### src/rtl/sha256_msg_padder_if.sv
// Byte-stream input and 512-bit block output bundle of the SHA-256 message padder.
// The slave modport is the padder's view; master is the environment's view.
interface sha256_msg_padder_if;
  logic         in_valid;
  logic         in_ready;
  logic [7:0]   in_data;
  logic         in_last;
  logic         blk_valid;
  logic         blk_ready;
  logic [511:0] blk_data;
  logic         blk_first;
  logic         blk_last;

  modport master (
    output in_valid, in_data, in_last, blk_ready,
    input  in_ready, blk_valid, blk_data, blk_first, blk_last
  );

  modport slave (
    input  in_valid, in_data, in_last, blk_ready,
    output in_ready, blk_valid, blk_data, blk_first, blk_last
  );
endinterface

### src/rtl/sha256_msg_padder.sv
// Byte-serial message to padded big-endian 512-bit SHA-256 blocks (0x80, zero fill, 64-bit length),
// tagging each block as first/last of its message.
module sha256_msg_padder #(
  parameter int unsigned LEN_W = 64
) (
  input logic                 clock,
  input logic                 resetn,
  sha256_msg_padder_if.slave  bus
);

  typedef enum logic [2:0] {FILL, PAD, PAD0, LENB, EMIT} state_t;

  state_t            state, state_n, ret, ret_n;
  logic [0:63][7:0]  blk_buf;
  logic [5:0]        ptr;
  logic [LEN_W-1:0]  bitcnt;
  logic [63:0]       len64;
  logic              first_pend, mark, run;
  logic              in_ready, acc, emit;

  assign len64    = 64'(bitcnt);
  assign in_ready = run && (state == FILL);
  assign acc      = bus.in_valid && in_ready;
  assign emit     = (state == EMIT) && bus.blk_ready;

  assign bus.in_ready  = in_ready;
  assign bus.blk_valid = (state == EMIT);
  assign bus.blk_data  = blk_buf;
  assign bus.blk_first = (state == EMIT) && first_pend;
  assign bus.blk_last  = (state == EMIT) && mark;

  // Holds in_ready low while reset is asserted even though the reset state is FILL.
  always_ff @(posedge clock or negedge resetn) begin
    if (!resetn) run <= 1'b0;
    else         run <= 1'b1;
  end

  always_ff @(posedge clock or negedge resetn) begin
    if (!resetn) begin
      state <= FILL;
      ret   <= FILL;
    end else begin
      state <= state_n;
      ret   <= ret_n;
    end
  end

  always_comb begin
    state_n = state;
    ret_n   = ret;
    unique case (state)
      FILL: begin
        if (acc) begin
          if (ptr == 6'd63) begin
            state_n = EMIT;
            ret_n   = bus.in_last ? PAD0 : FILL;
          end else if (bus.in_last) begin
            state_n = PAD;
          end
        end
      end
      PAD: begin
        state_n = EMIT;
        ret_n   = (ptr <= 6'd55) ? FILL : LENB;
      end
      PAD0, LENB: begin
        state_n = EMIT;
        ret_n   = FILL;
      end
      EMIT: begin
        if (bus.blk_ready) state_n = ret;
      end
      default: state_n = FILL;
    endcase
  end

  always_ff @(posedge clock or negedge resetn) begin
    if (!resetn) begin
      blk_buf    <= '0;
      ptr        <= '0;
      bitcnt     <= '0;
      first_pend <= 1'b1;
      mark       <= 1'b0;
    end else begin
      unique case (state)
        FILL: begin
          if (acc) begin
            blk_buf[ptr] <= bus.in_data;
            ptr          <= ptr + 6'd1;
            bitcnt       <= bitcnt + LEN_W'(8);
          end
        end
        PAD: begin
          // When the 0x80 lands in bytes 56..63 the length moves to a separate LENB block.
          blk_buf[ptr] <= 8'h80;
          if (ptr <= 6'd55) begin
            blk_buf[56:63] <= len64;
            mark           <= 1'b1;
          end
        end
        PAD0: begin
          blk_buf <= {8'h80, 440'b0, len64};
          mark    <= 1'b1;
        end
        LENB: begin
          blk_buf <= {448'b0, len64};
          mark    <= 1'b1;
        end
        EMIT: begin
          if (emit) begin
            first_pend <= mark;
            blk_buf    <= '0;
            ptr        <= '0;
            mark       <= 1'b0;
            if (mark) bitcnt <= '0;
          end
        end
        default: ;
      endcase
    end
  end

endmodule

### src/flat_wrapper.sv
// flat-port wrapper written by rule: the top's interface ports become plain ports
module sha256_msg_padder_flat 
#(
  parameter int unsigned LEN_W = 64
)
  (clock, resetn, bus_in_valid, bus_in_data, bus_in_last, bus_blk_ready, bus_in_ready, bus_blk_valid, bus_blk_data, bus_blk_first, bus_blk_last);
  sha256_msg_padder_if bus_i ();
  input logic clock;
  input logic resetn;
  input wire logic [$bits(bus_i.in_valid)-1:0] bus_in_valid;
  input wire logic [$bits(bus_i.in_data)-1:0] bus_in_data;
  input wire logic [$bits(bus_i.in_last)-1:0] bus_in_last;
  input wire logic [$bits(bus_i.blk_ready)-1:0] bus_blk_ready;
  output wire logic [$bits(bus_i.in_ready)-1:0] bus_in_ready;
  output wire logic [$bits(bus_i.blk_valid)-1:0] bus_blk_valid;
  output wire logic [$bits(bus_i.blk_data)-1:0] bus_blk_data;
  output wire logic [$bits(bus_i.blk_first)-1:0] bus_blk_first;
  output wire logic [$bits(bus_i.blk_last)-1:0] bus_blk_last;
  assign bus_i.in_valid = bus_in_valid;
  assign bus_i.in_data = bus_in_data;
  assign bus_i.in_last = bus_in_last;
  assign bus_i.blk_ready = bus_blk_ready;
  assign bus_in_ready = bus_i.in_ready;
  assign bus_blk_valid = bus_i.blk_valid;
  assign bus_blk_data = bus_i.blk_data;
  assign bus_blk_first = bus_i.blk_first;
  assign bus_blk_last = bus_i.blk_last;
  sha256_msg_padder #(.LEN_W(LEN_W)) u_core (.clock(clock), .resetn(resetn), .bus(bus_i));
endmodule
### config.mk
export PLATFORM = sky130hd
export DESIGN_NAME = sha256_msg_padder_flat
export DESIGN_NICKNAME = d
export VERILOG_FILES = /design/src/rtl/sha256_msg_padder_if.sv /design/src/rtl/sha256_msg_padder.sv /design/src/flat_wrapper.sv
export SDC_FILE = /design/constraint.sdc
export NUM_CORES = 1
export LEC_CHECK = 0
export ABC_AREA = 1
export BUFFER_PORTS_ARGS = -buffer_cell sky130_fd_sc_hd__clkbuf_2
export CELL_PAD_IN_SITES_DETAIL_PLACEMENT = 1
export CELL_PAD_IN_SITES_GLOBAL_PLACEMENT = 1
export CORE_ASPECT_RATIO = 0.75
export CORE_MARGIN = 2
export CORE_UTILIZATION = 41
export CTS_CLUSTER_DIAMETER = 60
export CTS_CLUSTER_SIZE = 10
export DETAILED_ROUTE_END_ITERATION = 8
export GPL_ROUTABILITY_DRIVEN = 0
export PLACE_DENSITY_LB_ADDON = 0.1
export SYNTH_ARGS = -nofsm -noshare
export SYNTH_HDL_FRONTEND = slang
export SYNTH_SLANG_ARGS = --single-unit
### constraint.sdc
create_clock -name clock -period 2.2 [get_ports clock]
set_input_delay 0.44 -clock clock [delete_from_list [all_inputs] [get_ports clock]]
set_output_delay 0.44 -clock clock [all_outputs]
set_load 0.005 [all_outputs]
=== After elaboration in Yosys (flattened, before gate mapping) ===
Cells that the tools add are included.

* Flip-flop bits (word level): 591
* Bits in latches: 0
* RAM bits: 0
* ROM bits: 0
* Input bits: 13
* Output and inout port bits: 516
* Word-level logic and storage cells: 139
* Memories kept: 0

* Add/sub/neg operators: 2
* Multiply operators: 0
* Div/mod/pow operators: 0
* $lt $le $gt $ge: 3
* Equal/unequal tests: 12
* Shift operators: 0
* Multiplexer cells: 27
* Bitwise gates (word level): 4
* Reductions and logical operators: 20

{| class="wikitable"
|+ Operator list
! kind !! number
|-
| 512-bit one-hot mux with 5 select lines || 1
|-
| 512-bit two-way mux || 2
|-
| 512-bit bitwise mux || 1
|-
| 448-bit AND || 1
|-
| 448-bit NOT || 1
|-
| 64-bit two-way mux || 4
|-
| 64-bit one-hot mux with 2 select lines || 1
|-
| 64-bit by 4-bit adder with 64-bit output, second input constant || 1
|-
| 64-bit bitwise OR || 1
|-
| 8-bit demux with 6-bit select || 1
|-
| 3-bit two-way mux || 6
|-
| 3-bit one-hot mux with 3 select lines || 2
|-
| 3-bit AND reduction || 5
|-
| 6-bit two-way mux || 2
|-
| 6-bit one-hot mux with 2 select lines || 1
|-
| 8-bit two-way mux || 1
|-
| 2-bit by 1-bit != test with 1-bit output, second input constant || 4
|-
| 7-bit >= comparator, second input constant || 1
|-
| 7-bit by 1-bit < comparator with 1-bit output, second input constant || 1
|-
| 6-bit NOT with 7-bit output || 1
|-
| 6-bit by 1-bit adder with 6-bit output, second input constant || 1
|-
| 3-bit by 2-bit equality test with 1-bit output, second input constant || 2
|-
| 6-bit equality test, second input constant || 1
|-
| 6-bit <= comparator, second input constant || 1
|-
| other kinds (16) || 25
|}

=== Logic depth before layout (Yosys ltp) ===
Gate-level depths: netlist of run 1.

* Depth in word-level cells: 9
* Mapped depth: 12
* Mapped depth without buffers: 11

=== Least setup slack after synthesis of run 1 ===
No wires, ideal clock.

* Path kind: register -> register
* From: register u_core.bitcnt[3]
* To: register u_core.bitcnt[33]
* Library setup time: 0.119 ns
* Arrival time: 1.669 ns
* Required time: 2.081 ns
* Path slack: 0.412 ns
* Cell stages (with the launch flop): 11
* Buffers on the path: 0
* Clock period less this slack: 1.788 ns
* Cell sequence: dfrtp_1 ha_1 inv_1 nor2_1 nand2_1 nor2_1 nand2_1 nor3_1 nand3_1 nand2_1 nor2_1

* Longest elaborated chain between the ends: 3

{| class="wikitable"
|+ RTL lines
! element !! line !! text
|-
| start: declaration || sha256_msg_padder.sv:16 || <nowiki>logic [LEN_W-1:0] bitcnt;</nowiki>
|-
| start signal: assignment || sha256_msg_padder.sv:90 || <nowiki>bitcnt <= bitcnt + LEN_W'(8);</nowiki>
|-
| 64-bit by 4-bit adder with 64-bit output || sha256_msg_padder.sv:90 ||
|-
| 64-bit two-way mux || sha256_msg_padder.sv:87 || <nowiki>if (acc) begin</nowiki>
|-
| 64-bit one-hot mux with 2 select lines || sha256_msg_padder.sv:85 || <nowiki>unique case (state)</nowiki>
|}

Every way passes these cells. The select of a mux whose other input is x is not followed.
A chain may end at the register's enable or synchronous reset.

=== Worst setup path in the final report of run 1 ===
* From: register u_core.state[0]
* To: register u_core.blk_buf, in the netlist u_core.bus.blk_data[498]

* Longest elaborated chain between the ends: 5
* Elaborated cells on any way between the ends: 13
* Classes of those cells: eq/ne (6); mux (1); reduce/logical (6)

{| class="wikitable"
|+ RTL lines
! element !! line !! text
|-
| start: declaration || sha256_msg_padder.sv:13 || <nowiki>state_t state, state_n, ret, ret_n;</nowiki>
|-
| start signal: assignment || sha256_msg_padder.sv:43 || <nowiki>state <= state_n;</nowiki>
|-
| 3-bit logical NOT || sha256_msg_padder.sv:22, sha256_msg_padder.sv:85 ||
|-
| 1-bit logical AND || sha256_msg_padder.sv:22 || <nowiki>assign in_ready = run && (state == FILL);</nowiki>
|-
| 1-bit logical AND || sha256_msg_padder.sv:23 || <nowiki>assign acc = bus.in_valid && in_ready;</nowiki>
|-
| 2-bit by 1-bit != test with 1-bit output (no line) || n/a ||
|-
| 3-bit AND reduction (no line) || n/a ||
|-
| end signal: indexed assignment || sha256_msg_padder.sv:88 || <nowiki>blk_buf[ptr] <= bus.in_data;</nowiki>
|-
| end signal: assignment || sha256_msg_padder.sv:102 || <nowiki>blk_buf <= {8'h80, 440'b0, len64};</nowiki>
|-
| end signal: assignment || sha256_msg_padder.sv:106 || <nowiki>blk_buf <= {448'b0, len64};</nowiki>
|-
| end: declaration || sha256_msg_padder.sv:14 || <nowiki>logic [0:63][7:0] blk_buf;</nowiki>
|}

Parallel ways exist; a longest one is shown, timed or not.

==> results of run 1 <==
==> flip-flops by register name, summed over array words and instances (netlist names) <==
name                 cells
u_core.mark              1
u_core.bus.blk_data    512
u_core.run               1
u_core.ret               2
u_core.state             3
u_core.ptr               6
u_core.first_pend        1
u_core.bitcnt           61
==> layout make-up <==
| class | count | area, µm² | share of cell area [%] |
|---|---|---|---|
| Inverter | 343 | 1300 | 3.81 |
| Multi-Input combinational cell | 2163 | 10200 | 29.9 |
| Timing Repair Buffer | 738 | 4980 | 14.6 |
| Clock inverter | 10 | 151 | 0.443 |
| Clock buffer | 73 | 1770 | 5.19 |
| Sequential cell | 587 | 14700 | 43.0 |
| Tap cell | 861 | 1080 | 3.15 |
==> cell families (layout without fill, tap and decap cells) <==
family                   count (synthesis)  in the layout  synth area share, %
AO/OA/AOI/OAI                          786            787                 15.9
other                                    1              1               0.0143
adder cells (fa/ha/maj)                  2              2               0.0955
flip-flops                             587            587                 56.1
AND/OR/NAND/NOR                       1371           1371                 20.9
buffers and inverters                  454           1164                 6.92
XOR/XNOR                                 2              2               0.0669
==> where the power goes <==
group	internal, mW	switching [mW]
registers	12.3	1.18
clock network	5.87	4.66
logic	5.24	10.9
==> final timing paths <==
check / from / to / slack, ns / cells past startpoint
max reg2reg: u_core.state[0]$_DFFE_PN0P_ / u_core.bus.blk_data[498]$_DFFE_PN0P_ / -0.06 / 12
max in group asynchronous: resetn / u_core.bus.blk_data[115]$_DFFE_PN0P_ / 0.86 / 3
min in group asynchronous: resetn / u_core.bus.blk_data[24]$_DFFE_PN0P_ / 0.37 / 2
min reg2reg: u_core.bus.blk_data[244]$_DFFE_PN0P_ / u_core.bus.blk_data[244]$_DFFE_PN0P_ / 0.48 / 2
max: u_core.state[0]$_DFFE_PN0P_ / u_core.bus.blk_data[498]$_DFFE_PN0P_ / -0.06 / 12
min: bus_in_valid / u_core.bitcnt[4]$_DFFE_PN0P_ / 0.22 / 3
==> worst max-delay path, stage by stage, from the launching register on <==
cell	delay [ns]
dfrtp_1	0.42
nor2_2	0.08
nand2_4	0.11
buf_4	0.13
nor2_2	0.03
inv_2	0.08
nand2_2	0.09
a21oi_4	0.29
buf_12	0.23
buf_12	0.19
nand2_1	0.20
nand2_1	0.12
o21ai_0	0.11
==> timing repair <==
action | CTS | global route
resized for setup | 60 | 134
pin swaps | 5 | 4
hold buffers | 1 | 0
setup buffers | 7 | 15
cloned | 3 | 9
endpoints found under the hold margin | 41 | 0
endpoints found under the setup margin | 376 | 487
==> synth_stat cells (all sizes together) <==
library cell    n  area [µm²]
o311ai          1        8.76
clkinv          5        18.8
nand2         958        3630
and2            1        6.26
buf            45         278
nand3b          1        7.51
nand4          19         119
a22oi           4        30.0
nor3b           1        7.51
ha              2        25.0
a31oi          10        62.6
nand3         128         641
nor3           33         185
a21oi         164         832
o21ai         599        3170
o211ai          4        30.0
o21a            4        30.0
dfstp           1        26.3
nor2          230         876
clkbuf         66         248
dfrtp         586       14700
conb            1        3.75
inv           338        1270
xor2            2        17.5
==> cell usage in the layout (no fill, tap or decap), types with 10 or more instances in the layout <==
cell type / count
nand2_1: 892
dfrtp_1: 582
clkbuf_2: 527
o21ai_0: 428
inv_1: 312
nor2_1: 200
a21oi_1: 158
buf_4: 147
nand3_1: 127
o21ai_1: 123
clkbuf_16: 77
nand2_2: 61
buf_12: 42
nor3_1: 28
o21ai_4: 27
o21ai_2: 22
nor2_2: 21
inv_2: 21
nand4_1: 19
a31oi_1: 10
==> routing by layer <==
layer / wire [µm] / part of all wire, % / vias to the layer above
met5: 16 / 0.013 / -
met4: 5120 / 4.3 / 2
met3: 9240 / 7.7 / 243
met2: 53300 / 45 / 1062
met1: 51700 / 43 / 13606
li1: - / - / 11703
==> out/summary.txt, run 1 <==
WP data required - 2.66 ns
gr usage total - 35.0%
Max Cap Violations - 0
DRT Pass-1 Iters - 5
worst skew pair latency - 0.62 ns
DR vias - 26616
Clock Sink Count - 587
Final setup viols - 7
worst hold margin - 0.221 ns
number of global-route vias before repair - 27133
f_max - 443 MHz
core area - 0.0634 mm²
GR Util met2 - 53.9%
CTS Buf Count - 70
clock-pin transition on the worst setup and hold timing paths - 0.06 ns
worst min path class - primary input to flop
DRC violations left - 0
first-pass GRT wire length - 173000 µm
placed insts - 4658
failing checks - negative setup slack
Final nets - 3918
Synth Instances - 3203
row cnt - 80
Syn Area/Cell - 8.18 µm²
Syn. warnings - 0
final wirelength - 119000 µm
Tot Pwr - 40.2 mW
Final min period - 2.26 ns
met3 GRT Util - 7.18%
Port Buffers - 528
initial antenna violation count - 1
WL per Instance - 25.0 µm
Slew Viols, Final - 0
Congestion Overflow GR - 0
number of library cell types mapped by synthesis - 35
PwrDens - 1170 mW/mm²
CP Max Fanout - 15
Setup Crit Path Kind - flop to flop
number of fill cells - 7748
Max clock buf depth - 3
Final Util - 54.0%
CP endpoint kind - flop
RSZ-0062 raised after global routing - yes
relative slew slack - 59.9%
fin crit share - 103%
Most Used Layer, Global Route - met2
worst slack, placed - -0.291 ns
DP HPWL - 84400 µm
Starting DRT DRC Count - 2202
met1 GRT Util - 48.5%
Antenna Diode Count - 0
largest net degree at the start of global routing - 61
Syn Nets - 3218
die span in y - 223 µm
final hold vios - 0
Setup TNS - -0.113 ns
Yosys reg bits - 587
worst clock skew - 0.0218 ns
Seq/Total Area, Yosys - 56.1%
Worst Tran Pin Value - 0.600 ns
DIE AREA - 0.0659 mm²
VDD IR-drop max - 0.609 mV
non-filler instance count after layout - 4775
type of origin of the critical path - flop
H-tree lvl count - 3
placed inst area - 0.0312 mm²
starting density of the core - 41.3%
status - finished, violations left
CP arrival - 2.72 ns
root buffer cell - clkbuf_16
DIE WIDTH - 296 µm
post-route cell area - 0.0342 mm²
CTS tree - done
post-route ant nets - 0
setup ws final - -0.0560 ns
vias per cell - 5.57
Cell Area, Synth - 0.0262 mm²
boundary pin count - 529
Static Leak - 17.4 nW
share of cells above drive strength 1 - 25.7%
Area Overhead vs Synth - 30.6%
(Power assumes the default switching activity.)
==> run 2: changes to the inputs <==
--- a/config.mk
+++ b/config.mk
@@ -16,7 +16,7 @@
 export CTS_CLUSTER_SIZE = 10
 export DETAILED_ROUTE_END_ITERATION = 8
 export GPL_ROUTABILITY_DRIVEN = 0
-export PLACE_DENSITY_LB_ADDON = 0.1
+export PLACE_DENSITY = 0.79
 export SYNTH_ARGS = -nofsm -noshare
 export SYNTH_HDL_FRONTEND = slang
 export SYNTH_SLANG_ARGS = --single-unit
==> run 2 against run 1 <==
Compared with the run above: sequential cell count is the same; clock skew grew 0.0021 ns; via count shrank 0.96%; highest routed layer unchanged; largest cell class unchanged; clock-buffer cell count grew 1; global-route usage shrank 0.91 points; the flow now finishes without violations; maximum frequency grew 2.8%; first-iteration DRC count shrank 7.2%; wire length shrank 4.3%; core utilization shrank 1.1 points; register-to-register slack gained 0.14 ns; sequential share of layout area grew 0.89 points; critical path depth shrank 6.
==> out/summary.txt, run 2 (synthesis gave the netlist of run 1 again) <==
status - finished, final reports clean
Slew Viols, Final - 0 (unchanged)
VDD IR-drop max - 0.623 mV (+2.2%)
Final nets - 3885 (-0.84%)
Worst Reg2Reg Path Length in Cells - 10 (-2)
DIE AREA - 0.0659 mm² (unchanged)
Worst Tran Pin Value - 0.595 ns (-0.00452 ns)
Port Buffers - 528 (unchanged)
PwrDens - 1150 mW/mm² (-2.4%)
FF-to-FF End - u_core.bitcnt[60]$_DFFE_PN0P_
first-pass GRT wire length - 169000 µm (-2.3%)
worst slack, placed - -0.153 ns (+0.138 ns)
WL per Instance - 24.1 µm (-3.6%)
CTS tree - done
origin of the critical flop-to-flop path - u_core.bitcnt[20]$_DFFE_PN0P_
DIE WIDTH - 296 µm (unchanged)
DP HPWL - 81800 µm (-3.0%)
Final Util - 52.9% (-1.1 points)
worst clock skew - 0.0239 ns (+0.00206 ns)
Max clock buf depth - 3 (unchanged)
Congestion Overflow GR - 0 (unchanged)
Final setup viols - 0 (-7)
relative slew slack - 60.3% (+0.41 points)
H-tree lvl count - 3 (unchanged)
most frequent cells in the layout - nand2_1 (908), dfrtp_1 (583), clkbuf_2 (527)
CP endpoint kind - primary output
Tot Pwr - 38.4 mW (-4.4%)
CP Max Fanout - 5 (-10)
Area Overhead vs Synth - 27.9%
clock-pin transition on the worst setup and hold timing paths - 0.06 ns (about the same)
worst min path class - primary input to flop
f_max - 456 MHz (+2.8%)
DRT Pass-1 Iters - 6 (+1)
CP Cell Sequence - inv_2 -> nand2_2 -> buf_6 -> nor3_4 -> buf_6 -> clkbuf_2
placed insts - 4647 (-0.24%)
core area - 0.0634 mm² (unchanged)
fin crit share - 99.8% (-2.8 points)
max reg flops - 512 (unchanged)
CP startpoint - u_core.state[0]$_DFFE_PN0P_
root buffer cell - clkbuf_16
Critical Path End - bus_in_ready
WP data required - 1.76 ns (-0.90 ns)
largest net degree at the start of global routing - 76 (+25%)
vias per cell - 5.56 (-0.27%)
Setup Crit Path Kind - flop to primary output
DR vias - 26361 (-0.96%)
worst skew pair latency - 0.61 ns (about the same)
row cnt - 80 (unchanged)
Static Leak - 17.1 nW (-1.3%)
CP arrival - 1.75 ns (-0.97 ns)
RSZ-0062 raised after global routing - yes
type of origin of the critical path - flop
DRC violations left - 0 (unchanged)
number of fill cells - 7786 (+0.49%)
setup ws final - 0.00549 ns (+0.0615 ns)
r2r setup slk - 0.08 ns (+0.14 ns)
share of cells above drive strength 1 - 24.1% (-1.7 points)
gr usage total - 34.1% (-0.91 points)
boundary pin count - 529 (unchanged)
final hold vios - 0 (unchanged)
Clock Sink Count - 587 (unchanged)
Final min period - 2.19 ns (-0.0615 ns)
non-filler instance count after layout - 4742 (-0.69%)
crit-path max cell delay - 0.45 ns (+0.03 ns)
Max Cap Violations - 0 (unchanged)
Slowest cell on crit path - dfrtp_2
leading cell type in the layout, fill and taps excluded - nand2_1
number of global-route vias before repair - 26781 (-1.3%)
die span in y - 223 µm (unchanged)
starting density of the core - 41.3% (unchanged)
Starting DRT DRC Count - 2044 (-7.2%)
final wirelength - 114000 µm (-4.3%)
cell mode on critical path - buf_6
CTS Buf Count - 70 (unchanged)
post-route ant nets - 0 (unchanged)
Antenna Diode Count - 0 (unchanged)
initial antenna violation count - 1 (unchanged)
run 2: cell types whose count changed in the layout (fill, tap and decap cells not counted), moves of 16 or more:
cell,change
o21ai_2,+19
nand2_1,+16
buf_4,-16
o21ai_4,-21
o21ai_1,-26
o21ai_0,+27
nor2_1,+16
nand2_2,-16
run 2: power breakdown:
group	switching, mW	internal [mW]	total (mW)	leakage [nW]
registers	1.24	12.3	13.5	8.13
logic	9.88	4.35	14.2	8.05
clock network	4.56	6.08	10.6	0.960
run 2: timing repair:
action | 4_1_cts | 5_1_grt
endpoints found under the setup margin | 48 | 320
hold buffers | 1 | 0
gates cloned | 1 | 1
hold endpoints to repair | 29 | 0
setup buffers | 7 | 2
resized for setup | 25 | 60
pin swaps | 4 | 3
run 2: how the worst min path moves through the flow:
| stage | start | end | depth (start not counted) |
|---|---|---|---|
| after floorplan | resetn | u_core.bitcnt[10]$_DFFE_PN0P_ | 0 |
| after global placement | resetn | u_core.bus.blk_data[147]$_DFFE_PN0P_ | 1 |
| after detailed placement | resetn | u_core.bus.blk_data[151]$_DFFE_PN0P_ | 1 |
| after CTS | bus_in_data[2] | u_core.bus.blk_data[2]$_DFFE_PN0P_ | 3 |
| after global routing | bus_in_data[2] | u_core.bus.blk_data[2]$_DFFE_PN0P_ | 3 |
| final | bus_in_data[2] | u_core.bus.blk_data[2]$_DFFE_PN0P_ | 3 |
run 2: worst max-delay path: cells and delay by family (launching register included):
family | cells | cell delay (ns)
DFF | 1 | 0.45
and+or+nand+nor | 2 | 0.26
buffers and inverters | 4 | 0.45
run 2: final cells by class:
class / instances / area [µm²] / area share [%]
clock buffer: 74 / 1810 / 5.40
clock inverter: 9 / 176 / 0.527
inverter: 343 / 1290 / 3.84
multi-input combinational: 2162 / 9920 / 29.6
sequential: 587 / 14700 / 43.9
tap: 861 / 1080 / 3.22
timing repair buffer: 706 / 4530 / 13.5
run 2: through the flow:
| step | TNS, ns | hold slack, ns | cell area, µm² |
|---|---|---|---|
| global placement | -0.238 | 0.361 | 31100 |
| floorplan | 0 | 0.144 | 26200 |
| global route | -0.971 | 0.273 | 33500 |
| CTS | 0 | 0.211 | 33300 |
| detailed placement | -1.96 | 0.356 | 31100 |
| finish | 0 | 0.244 | 33500 |
run 2: per-layer routing:
metal	wire length, µm	track usage (%)	vias up
met5	25	0	-
met4	5110	14.2	2
met3	9320	6.14	249
met2	50800	52.0	1177
met1	49000	48.1	13286
li1	-	-	11647
==> run 3: changes to the inputs <==
--- a/config.mk
+++ b/config.mk
@@ -5,18 +5,20 @@
 export SDC_FILE = /design/constraint.sdc
 export NUM_CORES = 1
 export LEC_CHECK = 0
-export ABC_AREA = 1
+export ABC_AREA = 0
 export BUFFER_PORTS_ARGS = -buffer_cell sky130_fd_sc_hd__clkbuf_2
 export CELL_PAD_IN_SITES_DETAIL_PLACEMENT = 1
 export CELL_PAD_IN_SITES_GLOBAL_PLACEMENT = 1
 export CORE_ASPECT_RATIO = 0.75
 export CORE_MARGIN = 2
-export CORE_UTILIZATION = 41
+export CORE_UTILIZATION = 43
+export CTS_BUF_LIST = sky130_fd_sc_hd__clkbuf_8
 export CTS_CLUSTER_DIAMETER = 60
 export CTS_CLUSTER_SIZE = 10
 export DETAILED_ROUTE_END_ITERATION = 8
 export GPL_ROUTABILITY_DRIVEN = 0
-export PLACE_DENSITY = 0.79
+export HOLD_SLACK_MARGIN = 0.08
+export PLACE_DENSITY = 0.8
 export SYNTH_ARGS = -nofsm -noshare
 export SYNTH_HDL_FRONTEND = slang
 export SYNTH_SLANG_ARGS = --single-unit
==> run 3 against run 2 <==
Compared with the run above: the run now ends with negative setup slack left; largest power group unchanged; highest routed layer unchanged; synthesized cell count fell by 23%; sequential cell count did not move; setup slack got worse by 0.48 ns; clock-buffer cell count fell by 2.
==> out/summary.txt, run 3 <==
status - finished, violations left
failing checks - negative setup slack
Static Leak - 16.2 nW (-5.2%)
Slew Viols, Final - 0 (unchanged)
number of global-route vias before repair - 26181 (-2.2%)
gr usage total - 36.1% (+2.0 points)
starting density of the core - 43.3% (+2.0 points)
final wirelength - 125000 µm (+9.6%)
delay-heaviest family, CP - buffers and inverters
Worst Path Buf+Inv - 4 (unchanged)
DRC violations left - 0 (unchanged)
DRT Pass-1 Iters - 7 (+1)
WL per Instance - 30.7 µm (+27%)
cell mode on critical path - buf_4
Net Sw Power - 14.7 mW (-6.6%)
worst clock skew - 0.0619 ns (+0.0380 ns)
share of synthesized registers carrying an async set or reset - 100% (unchanged)
clock power share - 21.2% (-6.5 points)
worst min path class - primary input to flop
CP Max Fanout - 6 (+1)
combinational power share - 42.1% (+5.0 points)
PwrDens - 1000 mW/mm² (-12%)
number of library cell types mapped by synthesis - 80 (+130%)
Max Cap Violations - 0 (unchanged)
CP endpoint kind - flop
crit-path max cell delay - 0.62 ns (+0.17 ns)
Final nets - 3296 (-15%)
initial antenna violation count - 7 (+6)
root buffer cell - clkbuf_8
Max clock buf depth - 3 (unchanged)
Syn Nets - 2478 (-23%)
core area - 0.0572 mm² (-9.7%)
Area Overhead vs Synth - 38.4%
clock-pin transition on the worst setup and hold timing paths - 0.09 ns (+0.03 ns)
Final min period - 2.68 ns (+0.484 ns)
row cnt - 76 (-5.0%)
Setup Crit Path Kind - flop to flop
leading cell type in the layout, fill and taps excluded - dfrtp_1
Synth Instances - 2463 (-23%)
switching power share of the total - 42.6% (+1.7 points)
type of origin of the critical path - flop
top cells by count, synth - dfrtp_1 (586), o21ai_0 (452), nand3_1 (414), a21oi_1 (150), clkbuf_1 (149)
first-pass GRT wire length - 163000 µm (-3.6%)
sequential cell area - 0.0147 mm² (about the same)
Starting DRT DRC Count - 3028 (+48%)
most frequent cells in the layout - dfrtp_1 (585), clkbuf_2 (523), o21ai_0 (366)
CP arrival - 3.23 ns (+1.48 ns)
DR vias - 26543 (+0.69%)
CTS tree - done
top-count cell post-synth - dfrtp_1
Worst Tran Pin Value - 0.730 ns (+0.135 ns)
cell type with the highest aggregate area in the netlist - dfrtp_1
Clock Sink Count - 587 (unchanged)
post-route cell area - 0.0343 mm² (+2.5%)
CTS Buf Count - 71 (+1.4%)
setup ws final - -0.479 ns (-0.484 ns)
final hold vios - 0 (unchanged)
VDD IR-drop max - 0.662 mV (+6.4%)
Cell Int Power - 19.8 mW (-13%)
area of the multi-input gates - 0.0105 mm² (+5.4%)
post-route ant nets - 0 (unchanged)
f_max - 373 MHz (-18%)
Yosys reg bits - 587 (unchanged)
sequential share of power - 36.7% (+1.5 points)
synth top area cells - dfrtp_1 (59%), o21ai_0 (9.1%), nand3_1 (8.4%)
die span in y - 212 µm (-4.9%)
Port Buffers - 528 (unchanged)
Yosys top cell area share - 59.1% (+3.1 points)
H-tree lvl count - 3 (unchanged)
Slowest cell on crit path - a2111oi_4
Syn. warnings - 0 (unchanged)
Post-synth EDFFs - 0 (unchanged)
max reg flops - 512 (unchanged)
r2r setup slk - -0.48 ns (-0.56 ns)
share of cells above drive strength 1 - 38.9% (+15 points)
relative slew slack - 51.3% (-9.0 points)
Cell Area, Synth - 0.0248 mm² (-5.3%)
DP HPWL - 75400 µm (-7.9%)
vias per cell - 6.51 (+17%)
Final setup viols - 577 (+577)
DIE WIDTH - 281 µm (-4.9%)
RSZ-0062 raised after global routing - yes
Syn Area/Cell - 10.1 µm² (+23%)
Final Util - 60.0% (+7.1 points)
largest net degree at the start of global routing - 105 (+38%)
fin crit share - 122% (+22 points)
worst hold margin - 0.254 ns (+0.0104 ns)
DIE AREA - 0.0596 mm² (-9.5%)
placed inst area - 0.0308 mm² (-0.89%)
number of fill cells - 6357 (-18%)
boundary pin count - 529 (unchanged)
WP data required - 2.75 ns (+0.99 ns)
Seq/Total Area, Yosys - 59.2% (+3.1 points)
Synth Flop Type - dfrtp_1
worst skew pair latency - 0.69 ns (+0.08 ns)
CP Cell Sequence - nand3b_4 -> buf_4 -> buf_4 -> buf_4 -> a2111oi_4 -> buf_6 -> nand4_1 -> xor2_1 -> nor2_1
Congestion Overflow GR - 0 (unchanged)
run 3: kinds of logic after synthesis:
group | after synthesis | share of synthesized area (%)
AOI/OAI and AO/OA | 810 | 19.1
buffers and inverters | 232 | 3.78
muxes | 5 | 0.212
other | 1 | 0.0151
DFF | 587 | 59.2
xor gates and xnor gates | 26 | 0.918
adders and majority gates | 2 | 0.101
and+or+nand+nor | 800 | 16.6
run 3: cell type report:
cell class | instances | area share (%)
antenna | 5 | 0.0364
clock buffer | 72 | 2.89
clock inverter | 12 | 0.288
inverter | 16 | 0.182
multi-input combinational | 1645 | 30.5
sequential | 587 | 42.8
tap | 780 | 2.84
timing repair buffer | 960 | 20.5
run 3: routing by layer:
metal,part of all wire (%),track usage [%],vias up
met5,0.010,0,-
met4,6.2,17.4,2
met3,11,9.32,584
met2,46,57.2,1930
met1,38,46.5,13479
li1,-,-,10548
run 3: worst register-to-register path: cells and delay by family, from the launching register on:
kind	cells	cell delay, ns
xor+xnor	1	0.20
simple gates	3	0.37
flops	1	0.58
buf+inv	4	0.76
compound gates	1	0.62
run 3: timing repair:
item,4_1_cts,5_1_grt
hold buffers,5,0
buffers inserted,17,29
gates resized for setup,82,355
endpoints found under the setup margin,480,546
gates cloned,3,36
endpoints found under the hold margin,177,0
pin swaps,9,42
run 3: worst paths after layout:
check | start | endpoint | cells past startpoint
max | u_core.run$_DFF_PN0_ | u_core.bitcnt[11]$_DFFE_PN0P_ | 9
min | bus_in_data[2] | u_core.bus.blk_data[490]$_DFFE_PN0P_ | 4
max in group asynchronous | resetn | u_core.bus.blk_data[208]$_DFFE_PN0P_ | 4
min reg2reg | u_core.first_pend$_DFFE_PN1P_ | u_core.first_pend$_DFFE_PN1P_ | 2
max reg2reg | u_core.run$_DFF_PN0_ | u_core.bitcnt[11]$_DFFE_PN0P_ | 9
min in group asynchronous | resetn | u_core.bus.blk_data[355]$_DFFE_PN0P_ | 2
run 3: metrics by stage:
stage	setup TNS [ns]	std cells	power, mW	setup WS, ns
3_5_place_dp	-37.47	3906	23.6	-0.215
3_3_place_gp	-10.72	3906	23.1	-0.117
2_1_floorplan	0	2463	17.3	0.0619
5_1_grt	-119.09	4075	35.3	-0.438
6_report	-123.63	4077	34.4	-0.479
4_1_cts	-1.56	4015	31.4	-0.118
run 3: power by group through the flow:
stage / clock network [mW] / registers, mW / logic, mW
3_3_place_gp: 0 / 12.6 / 10.5
5_1_grt: 7.69 / 12.7 / 14.9
3_5_place_dp: 0 / 12.7 / 10.9
4_1_cts: 7.19 / 12.5 / 11.7
2_1_floorplan: 0 / 12.5 / 4.78
6_report: 7.29 / 12.6 / 14.5
